`config.mk`:
```
export PLATFORM = sky130hd
export DESIGN_NAME = dip_morph_ctrl
export DESIGN_NICKNAME = d
export VERILOG_FILES = /design/src/rtl/dip_morph_ctrl.sv
export SDC_FILE = /design/constraint.sdc
export NUM_CORES = 1
export LEC_CHECK = 0
export BUFFER_PORTS_ARGS = -buffer_cell sky130_fd_sc_hd__buf_4
export CORE_MARGIN = 3
export CORE_UTILIZATION = 40
export DETAILED_ROUTE_END_ITERATION = 10
export GPL_ROUTABILITY_DRIVEN = 0
export PLACE_DENSITY = 0.65
export SYNTH_ARGS = -nofsm -noshare
export SYNTH_HDL_FRONTEND = slang
export SYNTH_SLANG_ARGS = --single-unit
```
`constraint.sdc`:
```
create_clock -name clk -period 2.55 [get_ports clk]
set_clock_uncertainty 0.2 [all_clocks]
set_input_delay 0.1275 -clock clk [delete_from_list [all_inputs] [get_ports clk]]
set_output_delay 0.1275 -clock clk [all_outputs]
set_load 0.03 [all_outputs]
```
`src/rtl/dip_morph_ctrl.sv`:
```
// Frame-synchronous mode controller for the erosion/dilation engines.
// It tracks the pixel position and switches mode only at frame boundaries.
// It feeds pixels to the active engine and merges the engine and bypass
// write streams into a single SDRAM write port.
module dip_morph_ctrl #(
    parameter logic [15:0] CNT_COL_MAX = 16'd1023,
    parameter logic [15:0] CNT_ROW_MAX = 16'd767
) (
    input  logic        clk,
    input  logic        rst_n,
    input  logic [1:0]  mode_req,
    input  logic        mode_req_vld,
    input  logic        pix_en,
    input  logic [7:0]  pix_data,
    output logic        ero_en,
    output logic        dil_en,
    output logic [7:0]  eng_data,
    input  logic        ero_wr_en,
    input  logic [15:0] ero_wr_data,
    input  logic        dil_wr_en,
    input  logic [15:0] dil_wr_data,
    output logic        sdram_wr_en,
    output logic [15:0] sdram_wr_data,
    output logic [1:0]  mode_cur,
    output logic        frame_done,
    output logic [7:0]  frame_cnt,
    output logic        collision
);

    localparam int unsigned CNT_W  = 16;
    localparam int unsigned MODE_W = 2;
    localparam int unsigned PIX_W  = 8;
    localparam int unsigned WR_W   = 16;
    localparam int unsigned FRM_W  = 8;

    localparam logic [MODE_W-1:0] MODE_BYP = 2'b00;
    localparam logic [MODE_W-1:0] MODE_ERO = 2'b01;
    localparam logic [MODE_W-1:0] MODE_DIL = 2'b10;
    localparam logic [MODE_W-1:0] MODE_RSV = 2'b11;

    typedef enum logic [1:0] {
        ST_IDLE = 2'b00,
        ST_RUN  = 2'b01,
        ST_END  = 2'b10
    } state_t;

    state_t              state_q;
    state_t              state_d;

    logic [CNT_W-1:0]    col;
    logic [CNT_W-1:0]    row;
    logic [CNT_W-1:0]    col_d;
    logic [CNT_W-1:0]    row_d;
    logic                last_pix_c;
    logic                boundary_c;

    logic [MODE_W-1:0]   pend_mode;
    logic                pend_flag;
    logic [MODE_W-1:0]   pend_mode_d;
    logic                pend_flag_d;
    logic [MODE_W-1:0]   mode_d;

    logic                byp_en;
    logic                multi_wr_c;
    logic                any_wr_c;
    logic [WR_W-1:0]     merge_data_c;

    // The reserved encoding behaves as bypass.
    function automatic logic [MODE_W-1:0] map_mode(input logic [MODE_W-1:0] m);
        return (m == MODE_RSV) ? MODE_BYP : m;
    endfunction

    // Position decode: the incoming pixel is the last one of the frame.
    assign last_pix_c = (col == CNT_COL_MAX) && (row == CNT_ROW_MAX);
    assign boundary_c = (state_q == ST_IDLE) || (state_q == ST_END);

    // Next column/row position for the accepted pixel.
    always_comb begin
        col_d = col;
        row_d = row;
        if (pix_en) begin
            if (col == CNT_COL_MAX) begin
                col_d = '0;
                row_d = (row == CNT_ROW_MAX) ? '0 : row + CNT_W'(1);
            end else begin
                col_d = col + CNT_W'(1);
            end
        end
    end

    // Frame FSM next state; END lasts one cycle per completed frame.
    always_comb begin
        state_d = state_q;
        case (state_q)
            ST_IDLE: begin
                if (pix_en) begin
                    state_d = last_pix_c ? ST_END : ST_RUN;
                end
            end
            ST_RUN: begin
                if (pix_en && last_pix_c) begin
                    state_d = ST_END;
                end
            end
            ST_END: begin
                state_d = (pix_en && last_pix_c) ? ST_END : ST_RUN;
            end
            default: begin
                state_d = ST_IDLE;
            end
        endcase
    end

    // Mode request handling: apply at a boundary, otherwise hold as pending.
    always_comb begin
        mode_d      = mode_cur;
        pend_mode_d = pend_mode;
        pend_flag_d = pend_flag;
        if (boundary_c) begin
            if (mode_req_vld) begin
                mode_d = map_mode(mode_req);
            end else if (pend_flag) begin
                mode_d = map_mode(pend_mode);
            end
            pend_flag_d = 1'b0;
        end else if (mode_req_vld) begin
            pend_mode_d = mode_req;
            pend_flag_d = 1'b1;
        end
    end

    // Write merge: ero has priority over dil, and dil over bypass.
    always_comb begin
        any_wr_c     = ero_wr_en | dil_wr_en | byp_en;
        multi_wr_c   = (ero_wr_en & dil_wr_en) | (ero_wr_en & byp_en) | (dil_wr_en & byp_en);
        merge_data_c = {WR_W{eng_data[PIX_W-1]}};
        if (ero_wr_en) begin
            merge_data_c = ero_wr_data;
        end else if (dil_wr_en) begin
            merge_data_c = dil_wr_data;
        end
    end

    // FSM state register.
    always_ff @(posedge clk or negedge rst_n) begin
        if (!rst_n) begin
            state_q <= ST_IDLE;
        end else begin
            state_q <= state_d;
        end
    end

    // Position counters, mode registers and frame bookkeeping.
    always_ff @(posedge clk or negedge rst_n) begin
        if (!rst_n) begin
            col        <= '0;
            row        <= '0;
            pend_mode  <= '0;
            pend_flag  <= 1'b0;
            mode_cur   <= MODE_BYP;
            frame_done <= 1'b0;
            frame_cnt  <= '0;
        end else begin
            col        <= col_d;
            row        <= row_d;
            pend_mode  <= pend_mode_d;
            pend_flag  <= pend_flag_d;
            mode_cur   <= mode_d;
            frame_done <= (state_d == ST_END);
            if (state_d == ST_END) begin
                frame_cnt <= frame_cnt + FRM_W'(1);
            end
        end
    end

    // Engine feed stage; enables use the mode in force when the pixel arrives.
    always_ff @(posedge clk or negedge rst_n) begin
        if (!rst_n) begin
            eng_data <= '0;
            ero_en   <= 1'b0;
            dil_en   <= 1'b0;
            byp_en   <= 1'b0;
        end else begin
            eng_data <= pix_data;
            ero_en   <= pix_en && (mode_cur == MODE_ERO);
            dil_en   <= pix_en && (mode_cur == MODE_DIL);
            byp_en   <= pix_en && (mode_cur == MODE_BYP);
        end
    end

    // Registered SDRAM write port and sticky writer-conflict flag.
    always_ff @(posedge clk or negedge rst_n) begin
        if (!rst_n) begin
            sdram_wr_en   <= 1'b0;
            sdram_wr_data <= '0;
            collision     <= 1'b0;
        end else begin
            sdram_wr_en   <= any_wr_c;
            sdram_wr_data <= merge_data_c;
            collision     <= collision | multi_wr_c;
        end
    end

endmodule

```
==> results of run 1 <==
final timing paths:
path	start	endpoint	slack (ns)
setup / recovery	col[15]	frame_cnt[5]	0.09
hold / removal	ero_wr_en	collision	0.03
setup reg to reg	col[15]	frame_cnt[5]	0.09
hold reg to reg	frame_cnt[7]	frame_cnt[7]	0.27
max in group asynchronous	rst_n	sdram_wr_data[8]	1.26
min in group asynchronous	rst_n	eng_data[6]	0.25
routing by layer:
layer / track usage (%) / up-vias / part of all wire, % / routed length (um)
met5: 0 / - / 0 / 0
met4: 7.88 / 0 / 3.3 / 277
met3: 5.14 / 25 / 5.0 / 421
met2: 29.2 / 79 / 48 / 4040
met1: 24.1 / 1424 / 44 / 3680
li1: - / 1433 / - / -
cells by family after synthesis:
kind of cell             share of synthesized area, %
buffers and inverters                            3.65
AO/OA/AOI/OAI                                    9.82
XOR/XNOR                                         6.20
AND/OR/NAND/NOR                                  19.9
adder cells (fa/ha/maj)                          1.11
multiplexers                                     2.47
flip-flops                                       56.8
cell usage after synthesis, types with 3 or more instances:
| library cell | count |
|---|---|
| a21oi_1 | 22 |
| nand2_1 | 41 |
| xnor2_1 | 11 |
| nor2_1 | 10 |
| mux2i_1 | 5 |
| mux2_2 | 3 |
| or3_1 | 4 |
| nand4_1 | 12 |
| nor3_1 | 8 |
| clkbuf_1 | 14 |
| dfrtp_1 | 77 |
| and3_1 | 5 |
| o21ai_0 | 23 |
| xor2_1 | 13 |
| nand3_1 | 14 |
| nor2b_1 | 3 |
| nor4_2 | 5 |
| inv_1 | 13 |
| and3b_1 | 3 |
| ha_1 | 3 |
| nor4_1 | 5 |
area by class of cell:
cell class              instances  area, um^2
well taps                     102         128
clock buffers                  11         141
flip-flops and latches         77        1930
repair buffers                161        1370
inverters                      13        48.8
clock inverters                 5         108
fillers                       616        2900
multi-input cells             212        1350
stage by stage:
stage	util (%)	instance area, um^2
global route	63.6	5070
finish	63.6	5070
CTS	63.2	5040
floorplan	-	3390
global placement	52.2	4160
detailed placement	52.2	4160
power groups by stage:
stage	sequential [mW]	clock [mW]	combinational (mW)
global placement	1.38	0	0.330
floorplan	1.44	0	0.108
CTS	1.35	1.16	0.422
global route	1.37	1.24	0.468
finish	1.36	1.14	0.427
detailed placement	1.38	0	0.333
flip-flops by register name, summed over array words and instances, names as in the netlist:
register,cells
dil_en,1
col,16
sdram_wr_en,1
frame_cnt,8
state_q,2
pend_flag,1
sdram_wr_data,16
mode_cur,2
eng_data,8
byp_en,1
row,16
frame_done,1
collision,1
ero_en,1
pend_mode,2
timing repair:
action,in CTS,in global routing
setup endpoints to repair,0,18
gates resized for setup,0,2
hold buffers,63,0
endpoints found under the hold margin,114,0
buffers inserted,0,3
worst max-delay path, cell delays in order, from the launching register on:
cell and delay, ns:
dfrtp_1 0.40, or4bb_1 0.52, or4_4 0.60, buf_4 0.20
nor4_2 0.29, xor2_1 0.17
==> results_dict.tcl, run 1 <==
set metrics [dict create \
    status "finished, final reports clean" \
    pwr-share-clk_pct 39.1 \
    synth_nets 369 \
    port_buffers 86 \
    tightest_slew_ns 0.957 \
    num_rows 32 \
    start_util_pct 42.6 \
    top_level_ports 87 \
    vias_per_cell 5.10 \
    post-route-min-period_ns 2.46 \
    clock_sinks 77 \
    first_iter_violations 175 \
    stdcell_count 581 \
    drt-total-wl_mm 8.42 \
    layout-drive-gt1-share_pct 26.3 \
    final_cell_mix "98 x buf_4, 77 x dfrtp_1, 63 x dlygate4sd3_1" \
    worstHoldPathType "input port to register" \
    synth_area_per_cell_um2 10.7 \
    final.period_utilization_pct 96.5 \
    wl_per_cell_um 14.5 \
    yosys.area.top_type "dfrtp_1" \
    grt_max_degree 78 \
    ys_seq_area_share_pct 56.8 \
    cap_violations 0 \
    hold_depth 3 \
    die_area_um2 9620 \
    first_global_vias 2952 \
    fin_setup_tns_ns 0 \
    yosysWarnings 0 \
    worst-setup-path-type "register to register" \
    dpl_worst_slack_ns 0.0605 \
    post-synth-top-area-fraction_pct 56.8 \
    power_mw 2.93 \
    grtUsageTotal_pct 18.5 \
    synthTopCellsByArea "dfrtp_1 57%, nand2_1 4.5%, o21ai_0 3.4%" \
    cp.required_ns 2.62 \
    ys.flop_type "dfrtp_1" \
    relSlewSlack_pct 36.2 \
    slew_violations 0 \
    drc_errors 0 \
    r2r_cells 5 \
    clock_path_buffers 2 \
    core_um2 7970 \
    p_sw_share_pct 25.1 \
    synthArstFlopShare_pct 100 \
    netlist_instances 318 \
    setup_viol 0 \
    cts_root_buffer "clkbuf_8" \
    rsz0062_at_grt "false" \
    syn_area_um2 3390 \
    grt_pass1_wl_mm 14.5 \
    p_leak_nw 2.38 \
    synth_edf_count 0 \
    holdWs_ns 0.0300 \
    syn2layout_area_growth_pct 49.5 \
    clk_latency_ns 0.35 \
    synth_seq_cells 77 \
    dp_hpwl_mm 5.08 \
    worst_slack_ns 0.0893 \
    die_y_um 98.1 \
    cp-end-kind "register" \
    startpoint_type "register" \
    irDropWorstVdd_uv 306 \
    pwr_density_cell_nw_per_um2 577 \
    n_antenna_cell 0 \
    p_sw_mw 0.733 \
    place_inst 499 \
    postRouteAntennaNets 0 \
    cp_max_fo 12 \
    final_nets 525 \
    internal-power_mw 2.19 \
    power_frac_comb_pct 14.6 \
    ys_types 38 \
    cts_made_buffers 9 \
    cts_tree "built" \
    grt_antenna_before_repair 0 \
    path_clk_slew_ns 0.08 \
    die_x_um 98.1 \
    first_pass_iters 4 \
    grt_overflow_total 0 \
    arrival_ns 2.53 \
    seq_power_share_pct 46.3 \
    vias 2961 \
    mostFrequentLayoutCell "buf_4" \
    hold_viol_final 0 \
    timing.fmax_ghz 0.406 \
    htree_num_levels 3 \
]
Note: power is estimated with default switching activity, not from simulation.
==> inputs of run 2 (changes only) <==
PLACE_DENSITY = 0.63   (was 0.65)
clock period = 3 ns   (was 2.55 ns; I/O delays follow)
==> results_dict.tcl, run 2 (synthesis gave the netlist of run 1 again) <==
set metrics [dict create \
    p_leak_nw 2.31 \
    crit_chain "or4_4 -> or4_4 -> nor4_1 -> mux2i_1" \
    arrival_ns 2.66 \
    wl_per_cell_um 14.6 \
    first_pass_iters 4 \
    top_level_ports 87 \
    layout-drive-gt1-share_pct 25.2 \
    first_global_vias 2906 \
    reg_top3 "col (16), row (16), sdram_wr_data (16)" \
    timing.fmax_ghz 0.389 \
    die_x_um 98.1 \
    mostFrequentLayoutCell "buf_4" \
    slew_violations 0 \
    syn2layout_area_growth_pct 46.1 \
    relSlewSlack_pct 35.7 \
    crit_path_top_delay_cell "or4_4" \
    core_um2 7970 \
    irDropWorstVdd_uv 265 \
    status "finished, final reports clean" \
    fin_setup_tns_ns 0 \
    worst-setup-path-type "register to register" \
    cts_made_buffers 9 \
    postRouteAntennaNets 0 \
    cts_hold_buffers 61 \
    clock_path_buffers 2 \
    start_util_pct 42.6 \
    first_iter_violations 141 \
    clock_sinks 77 \
    worstHoldPathType "input port to register" \
    grt_antenna_before_repair 0 \
    crit_family "simple AND/OR/NAND/NOR gates" \
    holdWs_ns 0.0526 \
    final.period_utilization_pct 85.8 \
    cts.repair.resized 0 \
    cp_max_fo 24 \
    tightest_slew_ns 0.964 \
    clk_latency_ns 0.35 \
    cap_violations 0 \
    drt-total-wl_mm 8.35 \
    vias 2881 \
    grt_overflow_total 0 \
    drc_errors 0 \
    final_nets 515 \
    port_buffers 86 \
    n_antenna_cell 0 \
    htree_num_levels 3 \
    place_area_um2 4120 \
    slowest_delay_ns 0.67 \
    rsz0062_at_grt "false" \
    utilization_pct 62.2 \
    hold_viol_final 0 \
    startpoint_type "register" \
    grt_pass1_wl_mm 13.9 \
    cts_tree "built" \
    vias_per_cell 5.05 \
    die_area_um2 9620 \
    dp_hpwl_mm 5.05 \
    power_mw 2.39 \
    cts_root_buffer "clkbuf_8" \
    post-route-min-period_ns 2.57 \
    critPathBufInv 0 \
    pwr_density_cell_nw_per_um2 483 \
    grtUsageTotal_pct 18.0 \
    postCtsSetupBuffers 0 \
    cp.required_ns 3.08 \
    grt_max_degree 78 \
    path_clk_slew_ns 0.09 \
    die_y_um 98.1 \
    setup_viol 0 \
    num_rows 32 \
    final_cell_mix "90 x buf_4, 77 x dfrtp_1, 61 x dlygate4sd3_1" \
    stdcell_area_um2 4950 \
    crit_path_frequent_cell "or4_4" \
    cp-end-kind "register" \
]
[run 2: layout make-up]
cell class / instances / area (um^2)
Clock inverter: 7 / 98.8
Tap cell: 102 / 128
Clock buffer: 9 / 124
Fill cell: 628 / 3020
Sequential cell: 77 / 1930
Inverter: 13 / 48.8
Timing Repair Buffer: 151 / 1290
Multi-Input combinational cell: 212 / 1340
[run 2: worst register-to-register path, stage by stage, from the launching register on]
cell and delay (ns):
dfrtp_1 0.44, or4_4 0.57, or4_4 0.67, nor4_1 0.41
mux2i_1 0.22
[run 2: path summary, 6_finish.rpt]
path                            slack [ns]  cells past startpoint            to          from
worst max-delay path                  0.43                      4       row[14]       col[10]
worst min-delay path                  0.05                      2   sdram_wr_en     ero_wr_en
worst max register to register        0.43                      4       row[14]       col[10]
worst min register to register        0.27                      1  frame_cnt[7]  frame_cnt[7]
max in group asynchronous             1.69                      2  frame_cnt[0]         rst_n
min in group asynchronous             0.28                      2   eng_data[3]         rst_n
[run 2: power by group]
group / internal (mW) / switching (mW)
clock: 0.472 / 0.406
combinational: 0.184 / 0.178
sequential: 1.10 / 0.0529
[run 2: metal layers]
layer | wire [um] | share of wire (%) | vias up | GRT usage (%)
met5 | 0 | 0 | - | 0
met4 | 232 | 2.8 | 0 | 10.0
met3 | 359 | 4.3 | 19 | 3.21
met2 | 4220 | 51 | 71 | 30.1
met1 | 3530 | 42 | 1380 | 22.1
li1 | - | - | 1411 | -
[run 2: through the flow]
stage          worst slack (ns)  cells
2_1_floorplan             0.597    318
3_3_place_gp              0.500    494
3_5_place_dp              0.455    494
4_1_cts                   0.434    571
5_1_grt                   0.290    571
6_report                  0.426    571
==> inputs of run 3 (changes only) <==
--- a/config.mk
+++ b/config.mk
@@ -12,2 +12,3 @@
 export GPL_ROUTABILITY_DRIVEN = 0
+export HOLD_SLACK_MARGIN = 0.02
 export PLACE_DENSITY = 0.63
--- a/constraint.sdc
+++ b/constraint.sdc
@@ -4,2 +4,2 @@
 set_output_delay 0.15 -clock clk [all_outputs]
-set_load 0.03 [all_outputs]
+set_load 0.02 [all_outputs]
==> results_dict.tcl, run 3 (synthesis gave the netlist of run 1 again) <==
set metrics [dict create \
    status "finished, final reports clean" \
    tightest_slew_ns 0.968 \
    grt_overflow_total 0 \
    timing.rr.end "row[14]" \
    final_nets 517 \
    stdcell_area_um2 4970 \
    pwr_density_cell_nw_per_um2 477 \
    arrival_ns 2.66 \
    grt_max_degree 78 \
    start_util_pct 42.6 \
    die_area_um2 9620 \
    seqCellArea_um2 1930 \
    cts_tree "built" \
    top_level_ports 87 \
    syn2layout_area_growth_pct 46.6 \
    wl_per_cell_um 14.5 \
    utilization_pct 62.4 \
    first_global_vias 2898 \
    internal-power_mw 1.76 \
    drt-total-wl_mm 8.33 \
    die_y_um 98.1 \
    first_iter_violations 141 \
    grtUsageTotal_pct 18.0 \
    num_rows 32 \
    final.period_utilization_pct 85.7 \
    n_antenna_cell 0 \
    postRouteAntennaNets 0 \
    crit_end "row[14]" \
    first_pass_iters 4 \
    p_sw_mw 0.615 \
    grt_antenna_before_repair 0 \
    drc_errors 0 \
    hp-start "ero_wr_en" \
    relSlewSlack_pct 35.5 \
    port_buffers 86 \
    met3_usage_pct 3.21 \
    slowest_delay_ns 0.67 \
    clock_sinks 77 \
    cts_root_buffer "clkbuf_8" \
    hold_viol_final 0 \
    grt_pass1_wl_mm 13.8 \
    cp.required_ns 3.09 \
    worst_slack_ns 0.428 \
    reg_top3 "col (16), row (16), sdram_wr_data (16)" \
    place_area_um2 4120 \
    reg2reg_from "col[10]" \
    timing.fmax_ghz 0.389 \
    worst-setup-path-type "register to register" \
    crit_path_frequent_cell "or4_4" \
    p_sw_share_pct 25.9 \
    vias 2888 \
    grtUsageMet2_pct 29.6 \
    layout-drive-gt1-share_pct 25.1 \
    die_x_um 98.1 \
    top_usage_layer "met2" \
    holdWs_ns 0.0513 \
    mostFrequentLayoutCell "buf_4" \
    ff2ff_setup_slack_ns 0.43 \
    clock_path_buffers 2 \
    htree_num_levels 3 \
    n_fill_cell 624 \
    crit_chain "or4_4 -> or4_4 -> nor4_1 -> mux2i_1" \
    dp_hpwl_mm 5.05 \
    dpl_worst_slack_ns 0.455 \
    rsz0062_at_grt "false" \
    slew_violations 0 \
    p_leak_nw 2.32 \
    r2r_cells 4 \
    cp-end-kind "register" \
    stdcell_count 573 \
    pwr-share-clk_pct 37.0 \
    postCtsSetupBuffers 0 \
    vias_per_cell 5.04 \
    irDropWorstVdd_uv 264 \
    worstHoldPathType "input port to register" \
    crit_start "col[10]" \
    cts_made_buffers 9 \
    cp_max_fo 24 \
    clk_latency_ns 0.35 \
    place_inst 494 \
    crit_path_top_delay_cell "or4_4" \
    power_frac_comb_pct 14.4 \
    power_mw 2.37 \
    cap_violations 0 \
    fin_setup_tns_ns 0 \
    startpoint_type "register" \
    multi_input_area_um2 1340 \
    seq_power_share_pct 48.6 \
    path_clk_slew_ns 0.09 \
    final_cell_mix "90 x buf_4, 77 x dfrtp_1, 63 x dlygate4sd3_1" \
    met1_usage_pct 22.3 \
    setup_viol 0 \
    core_um2 7970 \
    post-route-min-period_ns 2.57 \
]
[run 3: changes by cell type in the layout (fill, tap and decap cells not counted), sizes merged]
cell,before,now
dlygate4sd3,61,63
[run 3: critical path: cells and delay by family, from the launching register on]
kind	cells	cell delay [ns]
DFF	1	0.44
muxes	1	0.22
and+or+nand+nor	3	1.65
[run 3: what timing repair did]
item                                   CTS  global route
gates resized for setup                  0             0
endpoints found under the hold margin  114             0
setup endpoints to repair                0             0
hold buffers                            63             0
[run 3: power by group through the flow]
stage                     combinational (mW)  sequential (mW)  clock, mW
after floorplan                       0.0915             1.20          0
after global placement                 0.260             1.17          0
after detailed placement               0.263             1.17          0
after CTS                              0.338             1.15      0.897
after global routing                   0.376             1.16      0.943
final                                  0.341             1.15      0.878
[run 3: layout make-up]
type                            instances  share of cell area (%)
Sequential cell                        77                    38.8
Tap cell                              102                    2.57
Clock inverter                          7                    1.99
Multi-Input combinational cell        212                    27.0
Clock buffer                            9                    2.49
Inverter                               13                   0.981
Timing Repair Buffer                  153                    26.3
[run 3: worst min path at each step]
stage / slack, ns / cells past startpoint / end
6_report: 0.05 / 2 / sdram_wr_en
4_1_cts: 0.03 / 3 / collision
5_1_grt: 0.08 / 2 / sdram_wr_en
3_3_place_gp: 0.06 / 1 / eng_data[0]
2_1_floorplan: -0.35 / 0 / byp_en
3_5_place_dp: 0.06 / 1 / eng_data[4]
[run 3: layer usage]
metal | vias to the layer above | wire (um)
li1 | 1415 | -
met1 | 1378 | 3600
met2 | 74 | 4120
met3 | 21 | 348
met4 | 0 | 259
met5 | - | 0
